==> src/rtl/fpu_scheduler.sv <==
// Two-requester round-robin scheduler for a shared fixed-point unit (IDLE/ISSUE/WAIT/RESP).
// Define FPU_SCHED_TIMEOUT_EN to abort a WAIT that reaches TIMEOUT cycles with rsp_error.
module fpu_scheduler #(
   parameter int WIDTH    = 32,
   parameter int MUL_WAIT = 6,
   parameter int TIMEOUT  = 64
) (
   input  logic               clk,
   input  logic               reset,
   input  logic [1:0]         req_valid,
   input  logic [3:0]         req_op,
   input  logic [2*WIDTH-1:0] req_a,
   input  logic [2*WIDTH-1:0] req_b,
   output logic [1:0]         req_ready,
   output logic [1:0]         rsp_valid,
   output logic [WIDTH-1:0]   rsp_data,
   output logic               rsp_error,
   output logic [1:0]         fpu_operation,
   output logic [WIDTH-1:0]   fpu_operand_1,
   output logic [WIDTH-1:0]   fpu_operand_2,
   input  logic [WIDTH-1:0]   fpu_result,
   input  logic               fpu_ready
);

   localparam logic [1:0] FPU_ADD  = 2'd0;
   localparam logic [1:0] FPU_MUL  = 2'd2;
   localparam int CNT_MAX = (MUL_WAIT > TIMEOUT) ? MUL_WAIT : TIMEOUT;
   localparam int CW      = $clog2(CNT_MAX + 1) + 1;

   typedef enum logic [1:0] {S_IDLE, S_ISSUE, S_WAIT, S_RESP} state_t;

   state_t           r_state;
   state_t           w_state_next;
   logic             r_owner;
   logic             r_last;
   logic [1:0]       r_op;
   logic [WIDTH-1:0] r_a;
   logic [WIDTH-1:0] r_b;
   logic [WIDTH-1:0] r_result;
   logic [CW-1:0]    r_cnt;
   logic             w_win;
   logic             w_grant;
   logic             w_ready_ok;
   logic             w_accept;
   logic             w_done;

   // With both requesters pending the one not served last wins.
   assign w_win   = (&req_valid) ? ~r_last : req_valid[1];
   assign w_grant = (r_state == S_IDLE) && (|req_valid) && !reset;

   // Ready is masked early in WAIT so a flag left high by the previous op is not taken.
   assign w_ready_ok = (r_op == FPU_MUL) ? (r_cnt >= CW'(MUL_WAIT)) : (r_cnt >= CW'(2));
   assign w_accept   = (r_state == S_WAIT) && w_ready_ok && fpu_ready;

`ifdef FPU_SCHED_TIMEOUT_EN
   logic r_err;
   logic w_timeout;
   assign w_timeout = (r_state == S_WAIT) && !w_accept && (r_cnt >= CW'(TIMEOUT));
   assign w_done    = w_accept || w_timeout;
   assign rsp_error = (r_state == S_RESP) && r_err;
`else
   assign w_done    = w_accept;
   assign rsp_error = 1'b0;
`endif

   always_comb begin
      w_state_next = r_state;
      req_ready    = 2'b00;
      case (r_state)
         S_IDLE: begin
            if (w_grant) begin
               req_ready    = w_win ? 2'b10 : 2'b01;
               w_state_next = S_ISSUE;
            end
         end
         S_ISSUE: w_state_next = r_op[1] ? S_WAIT : S_RESP;
         S_WAIT:  if (w_done) w_state_next = S_RESP;
         S_RESP:  w_state_next = S_IDLE;
         default: w_state_next = S_IDLE;
      endcase
   end

   assign rsp_valid     = (r_state == S_RESP) ? (r_owner ? 2'b10 : 2'b01) : 2'b00;
   assign rsp_data      = (r_state == S_RESP) ? r_result : '0;
   assign fpu_operation = (r_state == S_IDLE) ? FPU_ADD : r_op;
   assign fpu_operand_1 = (r_state == S_IDLE) ? '0 : r_a;
   assign fpu_operand_2 = (r_state == S_IDLE) ? '0 : r_b;

   always_ff @(posedge clk or posedge reset) begin
      if (reset) begin
         r_state  <= S_IDLE;
         r_owner  <= 1'b0;
         r_last   <= 1'b1;
         r_op     <= FPU_ADD;
         r_a      <= '0;
         r_b      <= '0;
         r_result <= '0;
         r_cnt    <= '0;
`ifdef FPU_SCHED_TIMEOUT_EN
         r_err    <= 1'b0;
`endif
      end else begin
         r_state <= w_state_next;
         case (r_state)
            S_IDLE: begin
               if (w_grant) begin
                  r_owner <= w_win;
                  r_last  <= w_win;
                  r_op    <= w_win ? req_op[3:2] : req_op[1:0];
                  r_a     <= w_win ? req_a[2*WIDTH-1:WIDTH] : req_a[WIDTH-1:0];
                  r_b     <= w_win ? req_b[2*WIDTH-1:WIDTH] : req_b[WIDTH-1:0];
`ifdef FPU_SCHED_TIMEOUT_EN
                  r_err   <= 1'b0;
`endif
               end
            end
            S_ISSUE: begin
               if (!r_op[1]) r_result <= fpu_result;
               r_cnt <= CW'(1);
            end
            S_WAIT: begin
               if (w_accept) begin
                  r_result <= fpu_result;
`ifdef FPU_SCHED_TIMEOUT_EN
               end else if (w_timeout) begin
                  r_result <= '0;
                  r_err    <= 1'b1;
`endif
               end
               if (r_cnt != '1) r_cnt <= r_cnt + CW'(1);
            end
            default: r_cnt <= '0;
         endcase
      end
   end

endmodule

==> config.mk <==
export PLATFORM = sky130hd
export DESIGN_NAME = fpu_scheduler
export DESIGN_NICKNAME = d
export VERILOG_FILES = /design/src/rtl/fpu_scheduler.sv
export SDC_FILE = /design/constraint.sdc
export NUM_CORES = 1
export LEC_CHECK = 0
export CAP_MARGIN = 5
export CORE_MARGIN = 5
export CORE_UTILIZATION = 41
export CTS_BUF_LIST = sky130_fd_sc_hd__clkbuf_16
export DETAILED_ROUTE_END_ITERATION = 8
export GPL_TIMING_DRIVEN = 0
export PLACE_DENSITY = 0.81
export REMOVE_ABC_BUFFERS = 1
export SYNTH_ARGS = -nofsm -noshare
export SYNTH_HDL_FRONTEND = slang
export SYNTH_SLANG_ARGS = --single-unit
==> constraint.sdc <==
create_clock -name clk -period 5.4 [get_ports clk]
set_clock_uncertainty 0.2 [all_clocks]
set_input_delay 1.08 -clock clk [delete_from_list [all_inputs] [get_ports clk]]
set_output_delay 1.08 -clock clk [all_outputs]
set_load 0.01 [all_outputs]
* Word-level counts from Yosys, hierarchy flattened
Index checks and enable logic that the tools add are counted.
** Word-level totals
- Register bits after elaboration :: 110
- Bits of input ports :: 169
- Output and inout bits :: 103
- Logic and storage cells :: 58
** Operators by class
- Add/sub/neg operators :: 1
- $lt $le $gt $ge :: 2
- Equal/unequal tests :: 9
- Muxes and demuxes :: 23
- Bitwise gates (word level) :: 2
- Reductions and logical operators :: 13
** Operator list (number)
- 2-to-1 mux 32 bit :: 7
- case mux 32 bit (2 select lines) :: 1
- case mux 8 bit (3 select lines) :: 1
- 2-to-1 mux 2 bit :: 9
- adder 8 x 1 -> 8 bit (second input constant) :: 1
- greater-or-equal comparator 8 x 2 -> 1 bit (second input constant) :: 1
- greater-or-equal comparator 8 x 3 -> 1 bit (second input constant) :: 1
- 2-to-1 mux 8 bit :: 1
- inequality test 8 bit (second input constant) :: 1
- case mux 2 bit (4 select lines) :: 1
- AND reduction 2 bit :: 4
- == test 2 bit (second input constant) :: 3
- inequality test 2 bit (second input constant) :: 3
- logical AND 1 bit :: 4
- 2-to-1 mux 1 bit :: 3
- AND reduction 3 bit :: 1
- == test 2 x 1 -> 1 bit (second input constant) :: 1
- zero test 2 bit :: 1
- inequality test 2 x 1 -> 1 bit (second input constant) :: 1
- NOT 1 bit :: 2
- nonzero test 2 bit :: 1
- OR reduction 2 bit :: 1
- zero test 1 bit :: 1

* Longest topological paths before layout
Gate-level depths: netlist of run 1.
- Word-level depth :: 6
- Depth in mapped cells :: 10

* Worst setup path after synthesis of run 1
No wires, ideal clock.
- Path type :: input-to-output
- Start :: input reset
- End :: output req_ready[0]
- Arrival :: 1902 ps
- Path slack :: 2218 ps
- Stages :: 4
- Path buffers :: 1
- Cell sequence :: nor2b_1 -> o21ai_1 -> a21oi_1 -> clkbuf_1
** Between the ends
- Cells in the longest elaborated chain, start to end :: 4
** Ends and longest elaborated chain
- start, declared :: line 9 : input logic reset,
- zero test 1 bit (no source line)
- logical AND 1 bit :: line 49 : assign w_grant = (r_state == S_IDLE) && (|req_valid) && !reset;
- 2-to-1 mux 2 bit :: line 71 : if (w_grant) begin
- 2-to-1 mux 2 bit :: line 69 : case (r_state)
- end, declared :: line 14 : output logic [1:0] req_ready,
No other way between the ends.

* Final worst setup path of run 1
- Start :: register r_state[0]
- End :: output req_ready[0]
** Between the ends
- Cells in the longest elaborated chain, start to end :: 5
** Ends and longest elaborated chain
- start, declared :: line 32 : state_t r_state;
- start signal, assigned :: line 103 : r_state <= w_state_next;
- zero test 2 bit * :: line 49, 69
- logical AND 1 bit (2 in a row) :: line 49
- 2-to-1 mux 2 bit :: line 71
- 2-to-1 mux 2 bit * :: line 69
Every way passes the cells marked *; elsewhere a longest branch is shown, timed or not.

==> tab_implementation.tex, run 1 <==
\begin{tabular}{lr}
\hline
Metric & Value \\
\hline
\multicolumn{2}{l}{\textbf{Logic synthesis}} \\
Number of synthesized register bits & 110 \\
Share of synthesized area occupied by flip-flops and latches & 49.1\% \\
Number of synthesized flops with an enable pin & 0 \\
Number of distinct library cell variants in the gate-level netlist after synthesis & 43 \\
Largest cells by area after synthesis & dfrtp\_1, a22o\_1, a21o\_1 \\
Dominant cell by count in the synthesized netlist & dfrtp\_1 \\
Post-synth design cell area & 5610 um\^{}2 \\
Average size of a mapped cell & roughly 11 um\^{}2 \\
Number of warnings reported in the yosys synthesis log & 0 \\
Most instantiated flip-flop cell in the synthesis netlist & dfrtp\_1 \\
Share of flip-flops with an asynchronous set or reset after synthesis & 100\% \\
Number of cells produced by synthesis & 489 \\
Dominant cell type by area after synthesis & dfrtp\_1 \\
Leading post-synthesis cells by instance count & dfrtp\_1, nor2b\_1, a21o\_1 \\
Share of the synthesized area in the top cell type & 48.6\% \\
\multicolumn{2}{l}{\textbf{Worst hold path}} \\
Origin of the worst min-delay path & r\_result[4] \\
Cells on Worst Hold Path & 1 \\
Worst min path class & flip-flop to flip-flop \\
Hold worst-path end & r\_result[4] \\
\multicolumn{2}{l}{\textbf{Power and ir drop}} \\
Post-layout total power & about 4.9 mW \\
Leakage power figure & between 4 and 5 nW \\
Fraction of power consumed by combinational cells & 56.4\% \\
Power Density & 552 nW/um\^{}2 \\
Net switching power figure & 1.62 mW \\
Int Pwr & 3.27 mW \\
Switching power share of the total & between 30\% and 40\% \\
Peak VDD IR & approximately 0.34 mV \\
Proportion of power drawn by flip-flops and latches & 29.1\% \\
Clock network fraction of design power & 14.6\% \\
\multicolumn{2}{l}{\textbf{STA}} \\
Highest clock rate & 199 MHz \\
Post-route setup slack & between 0.3 and 0.4 ns \\
Setup Viol. Count Final & 0 \\
Worst-case hold slack & 0.304 ns \\
Fin crit share & 93.3\% \\
Number of max-slew violations in the final report & 0 \\
Relative slew margins & 30.9\% \\
Tmin final & 5.04 ns \\
Worst-margin pin slew & around 1.0 ns \\
Setup repair after global routing missed its margin & no \\
Final count of hold timing violations & 0 \\
\multicolumn{2}{l}{\textbf{Worst setup path}} \\
Arrival time at the worst endpoint & 3.76 ns \\
Reg2Reg Setup Slack & roughly 2.1 ns \\
Destination of the worst register-to-register timing path & r\_a[11] \\
Worst-case reg-to-reg path depth & 6 \\
Worst Setup Path Type & flip-flop to primary output \\
Crit path required time & approximately 4 ns \\
Startpoint types & flip-flop \\
Worst-path fanout max & 41 \\
CP Capture Type & primary output \\
Launch instance of the worst register-to-register path & r\_state[0] \\
\multicolumn{2}{l}{\textbf{Placed design}} \\
Number of instances in the placed design & roughly 900 \\
Worst-case setup slack after placement & 0.293 ns \\
Routability cong. & 0.876 \\
Number of input and output port buffers inserted & 270 \\
Post-detail-place hpwl & 13200 um \\
\multicolumn{2}{l}{\textbf{Die}} \\
Placement row count & 42 \\
Die footprint & approximately 16000 um\^{}2 \\
Vert. Die Dim & 127 um \\
Top Ports & 272 \\
Initial standard-cell utilization of the core & 42.1\% \\
Width of the die & about 130 um \\
Floorplan Core Area & around 13000 um\^{}2 \\
\multicolumn{2}{l}{\textbf{Drt}} \\
DRC errors left & 0 \\
DR vias & 4950 \\
Detailed Routing Iterations Pass 1 & 4 \\
Average wire length per cell after detail routing & about 20 um \\
DR iter-0 viols & about 250 \\
Avg Vias per Cell & 5.38 \\
Antenna-violating nets left & 0 \\
Total Wirelength & 18100 um \\
\multicolumn{2}{l}{\textbf{Final layout}} \\
Fraction of final layout cells sized beyond drive strength 1 & a little under 9\% \\
Final design utilization & 66.5\% \\
Antenna cell count & 0 \\
Register Area & between 2000 and 3000 um\^{}2 \\
Area of the multi-input gates & 2700 um\^{}2 \\
Layout filler cell count & between 1000 and 1500 \\
Filler-free cell count of the finished design & just over 900 \\
Number of nets at the end of the flow & between 900 and 1000 \\
Layout area overhead & 58.0\% \\
\multicolumn{2}{l}{\textbf{Status}} \\
Result of the run & completed \\
\multicolumn{2}{l}{\textbf{Global route}} \\
Total overflow reported by the global router & 0 \\
Global-route wire length before repair & 27900 um \\
Largest net degree at the start of global routing & 60 \\
Overall fraction of global-route tracks in use & 21.7\% \\
Vias in the first global route & approximately 5200 \\
Number of antenna violations at the first check in global routing & 0 \\
\multicolumn{2}{l}{\textbf{Clock tree}} \\
Cts-stage hold buffer count & 0 \\
TritonCTS Buffers & 9 \\
TritonCTS clock tree & built \\
H-tree depth reported by CTS & 3 \\
Clock root buffer & clkbuf\_16 \\
CTS Sinks & 110 \\
Count of buffers added by post-CTS timing repair for setup & 0 \\
Worst-case clock buffer depth & 2 \\
Post-CTS clock slew at the launch and capture registers of the worst setup and hold paths & 0.07 ns \\
Insertion delay of the later-clocked pin in the worst-skew pair & 0.35 ns \\
\multicolumn{2}{l}{\textbf{Job}} \\
Max-cap violations & 0 \\
\hline
\end{tabular}
==> cell families after synthesis <==
group	Yosys count	share of synthesized area (%)
compound gates	160	22.6
fa+ha+maj	6	1.34
buf+inv	44	3.57
flops	110	49.1
mux	33	8.62
other cells	1	0.0668
simple gates	135	14.8
==> power groups by stage <==
| stage | clock (mW) | combinational [mW] | sequential, mW |
|---|---|---|---|
| 6_report | 0.713 | 2.76 | 1.42 |
| 3_3_place_gp | 0 | 2.64 | 1.40 |
| 4_1_cts | 0.729 | 2.78 | 1.42 |
| 2_1_floorplan | 0 | 1.59 | 1.35 |
| 3_5_place_dp | 0 | 2.77 | 1.42 |
| 5_1_grt | 0.763 | 2.96 | 1.46 |
==> state kept, by name, summed over array words and instances (netlist names) <==
name      cells
r_op          2
r_a          32
r_b          32
r_result     32
r_last        1
r_cnt         8
r_owner       1
r_state       2
==> worst max-delay path by stage <==
stage,start,end,slack (ns),depth (start not counted)
floorplan,r_state[0],req_ready[0],-1.77,5
global placement,req_valid[1],req_ready[0],-7.10,4
detailed placement,reset,req_ready[0],0.29,6
CTS,r_state[0],req_ready[0],0.09,7
global route,r_state[0],req_ready[0],0.16,7
finish,r_state[0],req_ready[0],0.36,7
==> final cells by class <==
cell class | count | area share [%]
Clock buffer | 9 | 2.54
Clock inverter | 7 | 1.00
Inverter | 5 | 0.240
Multi-Input combinational cell | 336 | 30.4
Sequential cell | 110 | 31.0
Tap cell | 176 | 2.48
Timing Repair Buffer | 277 | 32.3
==> stage by stage <==
step                instance area [um^2]  TNS, ns
detailed placement                  8530        0
global route                        8870        0
CTS                                 8840        0
finish                              8870        0
floorplan                           5430   -73.11
global placement                    8360  -447.21
==> cell usage in the layout (no fill, tap or decap), types with 2 or more instances in the layout <==
cell,synthesis,layout
or4_1,2,2
o21ai_0,11,11
nor2b_1,69,69
or2b_1,2,2
and3_1,3,2
and2_1,33,33
buf_12,0,4
bufinv_16,0,2
nand4_1,2,2
mux2_2,3,3
ha_1,6,5
clkbuf_16,0,9
o31ai_1,4,4
inv_1,5,5
buf_16,0,3
clkdlybuf4s50_1,0,270
dfrtp_1,109,109
a22o_1,66,66
a21o_1,68,68
nand2_1,6,6
nand3_1,4,4
nor2_1,6,6
mux2_4,30,30
==> critical path, stage by stage (launching register included) <==
cell and delay (ns):
dfrtp_1 0.41, inv_1 0.12, ha_2 0.77, nor2b_1 0.37
o21ai_4 0.29, a21oi_4 0.58, buf_12 0.27, clkdlybuf4s50_1 0.57
==> routing by layer <==
layer  share of wire (%)  global-route usage (%)
met5                   0                       0
met4                 2.4                    8.01
met3                 8.4                    6.30
met2                  49                    36.7
met1                  40                    26.3
==> timing repair <==
action                     CTS  global route
setup endpoints to repair    0             1
gates resized for setup      0             0
hold endpoints to repair     0             0
No activity file was read; power rests on OpenSTA's default activity.
==> run 2: changes to the inputs <==
Settings changed: CORE_UTILIZATION 41 to 37, PLACE_DENSITY 0.81 to 0.77.
Clock period 5.4 ns to 4.6 ns, I/O delays scaled along.
==> tab_implementation.tex, run 2 (same netlist as run 1, synthesis figures left out) <==
\begin{tabular}{lr}
\hline
Metric & Value \\
\hline
\multicolumn{2}{l}{\textbf{Status}} \\
Result of the run & completed \\
\multicolumn{2}{l}{\textbf{Worst hold path}} \\
Cells on Worst Hold Path & 1 \\
Hold worst-path end & r\_result[22] \\
Worst min path class & flip-flop to flip-flop \\
Origin of the worst min-delay path & r\_result[22] \\
\multicolumn{2}{l}{\textbf{Worst setup path}} \\
Cell family with most CP delay & buffers and inverters \\
Crit path required time & 3.48 ns \\
Destination of the worst register-to-register timing path & r\_result[29] \\
Number of buffer and inverter instances along the worst setup path & 3 \\
Critical-path top delay cell & and3\_2 \\
Worst Setup Path Type & input port to primary output \\
Worst-path fanout max & between 40 and 50 \\
Crit path top cell by count & clkdlybuf4s50\_1 \\
Reg2Reg Setup Slack & approximately 1.7 ns \\
CP Capture Type & primary output \\
Critical Path Max Stage Delay & 0.58 ns \\
Launch instance of the worst register-to-register path & r\_cnt[4] \\
Worst path cell trace & clkdlybuf4s50\_1, nor2b\_1, and3\_2, buf\_12, clkdlybuf4s50\_1 \\
Arrival time at the worst endpoint & 3.19 ns \\
Worst-case reg-to-reg path depth & 5 \\
Startpoint types & input port \\
\multicolumn{2}{l}{\textbf{Global route}} \\
Global-route wire length before repair & 27700 um \\
Overall fraction of global-route tracks in use & 19.3\% \\
Largest net degree at the start of global routing & 63 \\
Vias in the first global route & around 5300 \\
Total overflow reported by the global router & 0 \\
Number of antenna violations at the first check in global routing & 0 \\
\multicolumn{2}{l}{\textbf{STA}} \\
Worst-margin pin slew & 0.930 ns \\
Tmin final & 4.31 ns \\
Highest clock rate & around 230 MHz \\
Setup Viol. Count Final & 0 \\
Final count of hold timing violations & 0 \\
Setup total negative slack & 0 ns \\
Relative slew margins & 38.0\% \\
Post-route setup slack & 0.290 ns \\
Setup repair after global routing missed its margin & no \\
Fin crit share & between 90\% and 100\% \\
Number of max-slew violations in the final report & 0 \\
\multicolumn{2}{l}{\textbf{Final layout}} \\
Leading cell type in the layout, fill and taps excluded & clkdlybuf4s50\_1 \\
Registers with the most flip-flops & r\_a: 32 flops, r\_b: 32 flops, r\_result: 32 flops \\
Number of nets at the end of the flow & 915 \\
Filler-free cell count of the finished design & 933 \\
Layout area overhead & 58.9\% \\
Finished layout cell area & 8920 um\^{}2 \\
Fraction of final layout cells sized beyond drive strength 1 & a little under a tenth \\
Final design utilization & 59.3\% \\
Antenna cell count & 0 \\
Highest-count cells in the layout ignoring fill and taps & clkdlybuf4s50\_1, dfrtp\_1, nor2b\_1 \\
\multicolumn{2}{l}{\textbf{Drt}} \\
Total Wirelength & 17400 um \\
Average wire length per cell after detail routing & $\sim$19 um \\
Antenna-violating nets left & 0 \\
DRC errors left & 0 \\
Avg Vias per Cell & 5.18 \\
Detailed Routing Iterations Pass 1 & 4 \\
DR iter-0 viols & slightly below 200 \\
DR vias & 4833 \\
\multicolumn{2}{l}{\textbf{Job}} \\
Max-cap violations & 0 \\
\multicolumn{2}{l}{\textbf{Power and ir drop}} \\
Peak VDD IR & 0.444 mV \\
Power Density & 643 nW/um\^{}2 \\
Leakage power figure & between 4 and 5 nW \\
\multicolumn{2}{l}{\textbf{Clock tree}} \\
Clock root buffer & clkbuf\_16 \\
H-tree depth reported by CTS & 3 \\
TritonCTS clock tree & built \\
Worst-case clock buffer depth & 2 \\
Post-CTS clock slew at the launch and capture registers of the worst setup and hold paths & $\sim$0.070 ns \\
Insertion delay of the later-clocked pin in the worst-skew pair & around 0.35 ns \\
Cts-stage hold buffer count & 0 \\
CTS Sinks & between 100 and 150 \\
TritonCTS Buffers & 9 \\
\multicolumn{2}{l}{\textbf{Die}} \\
Vert. Die Dim & around 130 um \\
Floorplan Core Area & 15000 um\^{}2 \\
Placement row count & 45 \\
Initial standard-cell utilization of the core & 37.3\% \\
Top Ports & 272 \\
Die footprint & 17700 um\^{}2 \\
Width of the die & 133 um \\
\multicolumn{2}{l}{\textbf{Placed design}} \\
Number of instances in the placed design & a little over 900 \\
Post-detailed-placement cell area & 8580 um\^{}2 \\
Post-detail-place hpwl & 12800 um \\
Routability cong. & 0.788 \\
Worst-case setup slack after placement & -0.0642 ns \\
Number of input and output port buffers inserted & 270 \\
\hline
\end{tabular}
-- run 2: cell type report --
| class | instances | area, um^2 |
|---|---|---|
| fill | 1231 | 6110 |
| timing repair buffer | 279 | 2890 |
| sequential | 110 | 2750 |
| multi-input combinational | 335 | 2700 |
| tap | 188 | 235 |
| clock buffer | 9 | 225 |
| clock inverter | 7 | 95.1 |
| inverter | 5 | 21.3 |
-- run 2: report_power, final --
group	total, mW	switching [mW]	internal [mW]
registers	1.66	0.243	1.42
clock network	0.840	0.361	0.480
logic	3.23	1.27	1.96
-- run 2: repair_timing --
action | 4_1_cts | 5_1_grt
gates resized for setup | 1 | 0
setup buffers | 1 | 0
setup endpoints to repair | 1 | 0
-- run 2: worst max path at each step --
stage | startpoint | endpoint | slack (ns) | cells after the start
2_1_floorplan | r_state[0] | req_ready[0] | -2.41 | 5
4_1_cts | r_state[0] | req_ready[1] | 0.26 | 6
6_report | reset | req_ready[1] | 0.29 | 5
3_3_place_gp | req_valid[1] | req_ready[0] | -8.05 | 4
5_1_grt | r_state[0] | req_ready[1] | 0.13 | 6
3_5_place_dp | reset | req_ready[0] | -0.06 | 7
-- run 2: through the flow --
stage                     hold WS (ns)  power (mW)
after floorplan                  0.263        3.45
after global placement           0.284        4.74
after detailed placement         0.285        4.91
after CTS                        0.309        5.81
after global routing             0.321        6.10
final                            0.308        5.74
-- run 2: routing by layer --
metal	vias up	track usage [%]	part of all wire [%]
met5	-	0	0
met4	0	6.69	2.1
met3	23	5.78	7.8
met2	202	32.3	47
met1	2366	24.0	43
li1	2242	-	-
==> run 3: changes to the inputs <==
Settings changed: SKIP_CTS_REPAIR_TIMING set to 1.
==> tab_implementation.tex, run 3 (same netlist as run 1, synthesis figures left out) <==
\begin{tabular}{lr}
\hline
Metric & Value \\
\hline
\multicolumn{2}{l}{\textbf{Die}} \\
Placement row count & 45 \\
Floorplan Core Area & 15000 um\^{}2 \\
Initial standard-cell utilization of the core & 37.3\% \\
Die footprint & 17700 um\^{}2 \\
Top Ports & 272 \\
Vert. Die Dim & between 100 and 150 um \\
Width of the die & 133 um \\
\multicolumn{2}{l}{\textbf{Final layout}} \\
Highest-count cells in the layout ignoring fill and taps & clkdlybuf4s50\_1, dfrtp\_1, nor2b\_1 \\
Filler-free cell count of the finished design & 935 \\
Fraction of final layout cells sized beyond drive strength 1 & 9.37\% \\
Number of nets at the end of the flow & about 920 \\
Registers with the most flip-flops & r\_a: 32 flops, r\_b: 32 flops, r\_result: 32 flops \\
Layout area overhead & 59.1\% \\
Finished layout cell area & 8930 um\^{}2 \\
Layout filler cell count & 1233 \\
Antenna cell count & 0 \\
Leading cell type in the layout, fill and taps excluded & clkdlybuf4s50\_1 \\
\multicolumn{2}{l}{\textbf{Clock tree}} \\
TritonCTS Buffers & 9 \\
Worst-case clock buffer depth & 2 \\
Insertion delay of the later-clocked pin in the worst-skew pair & 0.34 ns \\
H-tree depth reported by CTS & 3 \\
TritonCTS clock tree & built \\
Clock root buffer & clkbuf\_16 \\
Post-CTS clock slew at the launch and capture registers of the worst setup and hold paths & 0.07 ns \\
CTS Sinks & 110 \\
\multicolumn{2}{l}{\textbf{Global route}} \\
Total overflow reported by the global router & 0 \\
Vias in the first global route & 5231 \\
Largest net degree at the start of global routing & 63 \\
Number of antenna violations at the first check in global routing & 0 \\
Global-route wire length before repair & approximately 28000 um \\
Overall fraction of global-route tracks in use & roughly a fifth \\
\multicolumn{2}{l}{\textbf{Drt}} \\
Total Wirelength & 17400 um \\
DR iter-0 viols & 173 \\
Average wire length per cell after detail routing & between 15 and 20 um \\
DR vias & 4850 \\
Antenna-violating nets left & 0 \\
DRC errors left & 0 \\
Detailed Routing Iterations Pass 1 & 4 \\
Avg Vias per Cell & 5.19 \\
\multicolumn{2}{l}{\textbf{Worst setup path}} \\
Crit path required time & 3.48 ns \\
CP Capture Type & primary output \\
Arrival time at the worst endpoint & 3.24 ns \\
Worst Setup Path Type & input port to primary output \\
Startpoint types & input port \\
Worst-path fanout max & 36 \\
\multicolumn{2}{l}{\textbf{STA}} \\
Final count of hold timing violations & 0 \\
Setup total negative slack & 0 ns \\
Number of max-slew violations in the final report & 0 \\
Worst-margin pin slew & between 0.9 and 1 ns \\
Post-route setup slack & roughly 0.24 ns \\
Setup Viol. Count Final & 0 \\
Worst-case hold slack & 0.308 ns \\
Relative slew margins & roughly two fifths \\
Highest clock rate & 229 MHz \\
Tmin final & between 4 and 5 ns \\
Setup repair after global routing missed its margin & no \\
Fin crit share & 94.7\% \\
\multicolumn{2}{l}{\textbf{Placed design}} \\
Post-detail-place hpwl & between 10000 and 15000 um \\
Routability cong. & 0.788 \\
Worst-case setup slack after placement & -0.0642 ns \\
Number of instances in the placed design & 916 \\
Post-detailed-placement cell area & 8580 um\^{}2 \\
Number of input and output port buffers inserted & 270 \\
\multicolumn{2}{l}{\textbf{Job}} \\
Max-cap violations & 0 \\
\multicolumn{2}{l}{\textbf{Worst hold path}} \\
Worst min path class & flip-flop to flip-flop \\
\multicolumn{2}{l}{\textbf{Power and ir drop}} \\
Power Density & $\sim$640 nW/um\^{}2 \\
Peak VDD IR & 0.442 mV \\
Leakage power figure & 4.18 nW \\
\multicolumn{2}{l}{\textbf{Status}} \\
Result of the run & completed \\
\hline
\end{tabular}
## run 3: cell types whose count changed in the layout (fill, tap and decap cells not counted)
| cell | before | now |
|---|---|---|
| buf_4 | 1 | 3 |
## run 3: stage by stage
step / power (mW) / util (%)
floorplan: 3.45 / -
global placement: 4.74 / 55.7
detailed placement: 4.91 / 57.1
CTS: 5.79 / 59.2
global route: 6.10 / 59.4
finish: 5.74 / 59.4
## run 3: worst max-delay path, cell delays in order
cell             delay (ns)
clkdlybuf4s50_1        0.47
nor2b_1                0.29
o21ai_4                0.25
buf_16                 0.23
a21oi_4                0.25
buf_12                 0.24
clkdlybuf4s50_1        0.57
## run 3: final cells by class
cell class | instances | area [um^2] | share of cell area (%)
Tap cell | 188 | 235 | 2.63
Inverter | 5 | 21.3 | 0.238
Sequential cell | 110 | 2750 | 30.8
Multi-Input combinational cell | 335 | 2700 | 30.2
Clock inverter | 7 | 95.1 | 1.06
Timing Repair Buffer | 281 | 2910 | 32.5
Clock buffer | 9 | 225 | 2.52
## run 3: final timing paths
check                                   from  slack [ns]      endpoint  cells after the start
worst min-delay path            r_result[22]        0.31  r_result[22]                      1
worst max-delay path                   reset        0.24  req_ready[0]                      7
max in group asynchronous              reset        2.60       r_a[13]                      3
worst max register to register      r_cnt[4]        1.73  r_result[29]                      5
worst min register to register  r_result[22]        0.31  r_result[22]                      1
min in group asynchronous              reset        0.87  r_result[12]                      2
## run 3: power by group
group	total [mW]	internal [mW]	leakage [nW]	switching, mW
clock	0.841	0.480	0.156	0.361
combinational	3.23	1.97	2.67	1.27
sequential	1.67	1.42	1.35	0.245
## run 3: metal layers
metal,share of wire [%],GRT usage [%]
met2,48,32.3
met1,42,23.9
met5,0,0
met4,2.1,6.51
met3,8.2,5.66
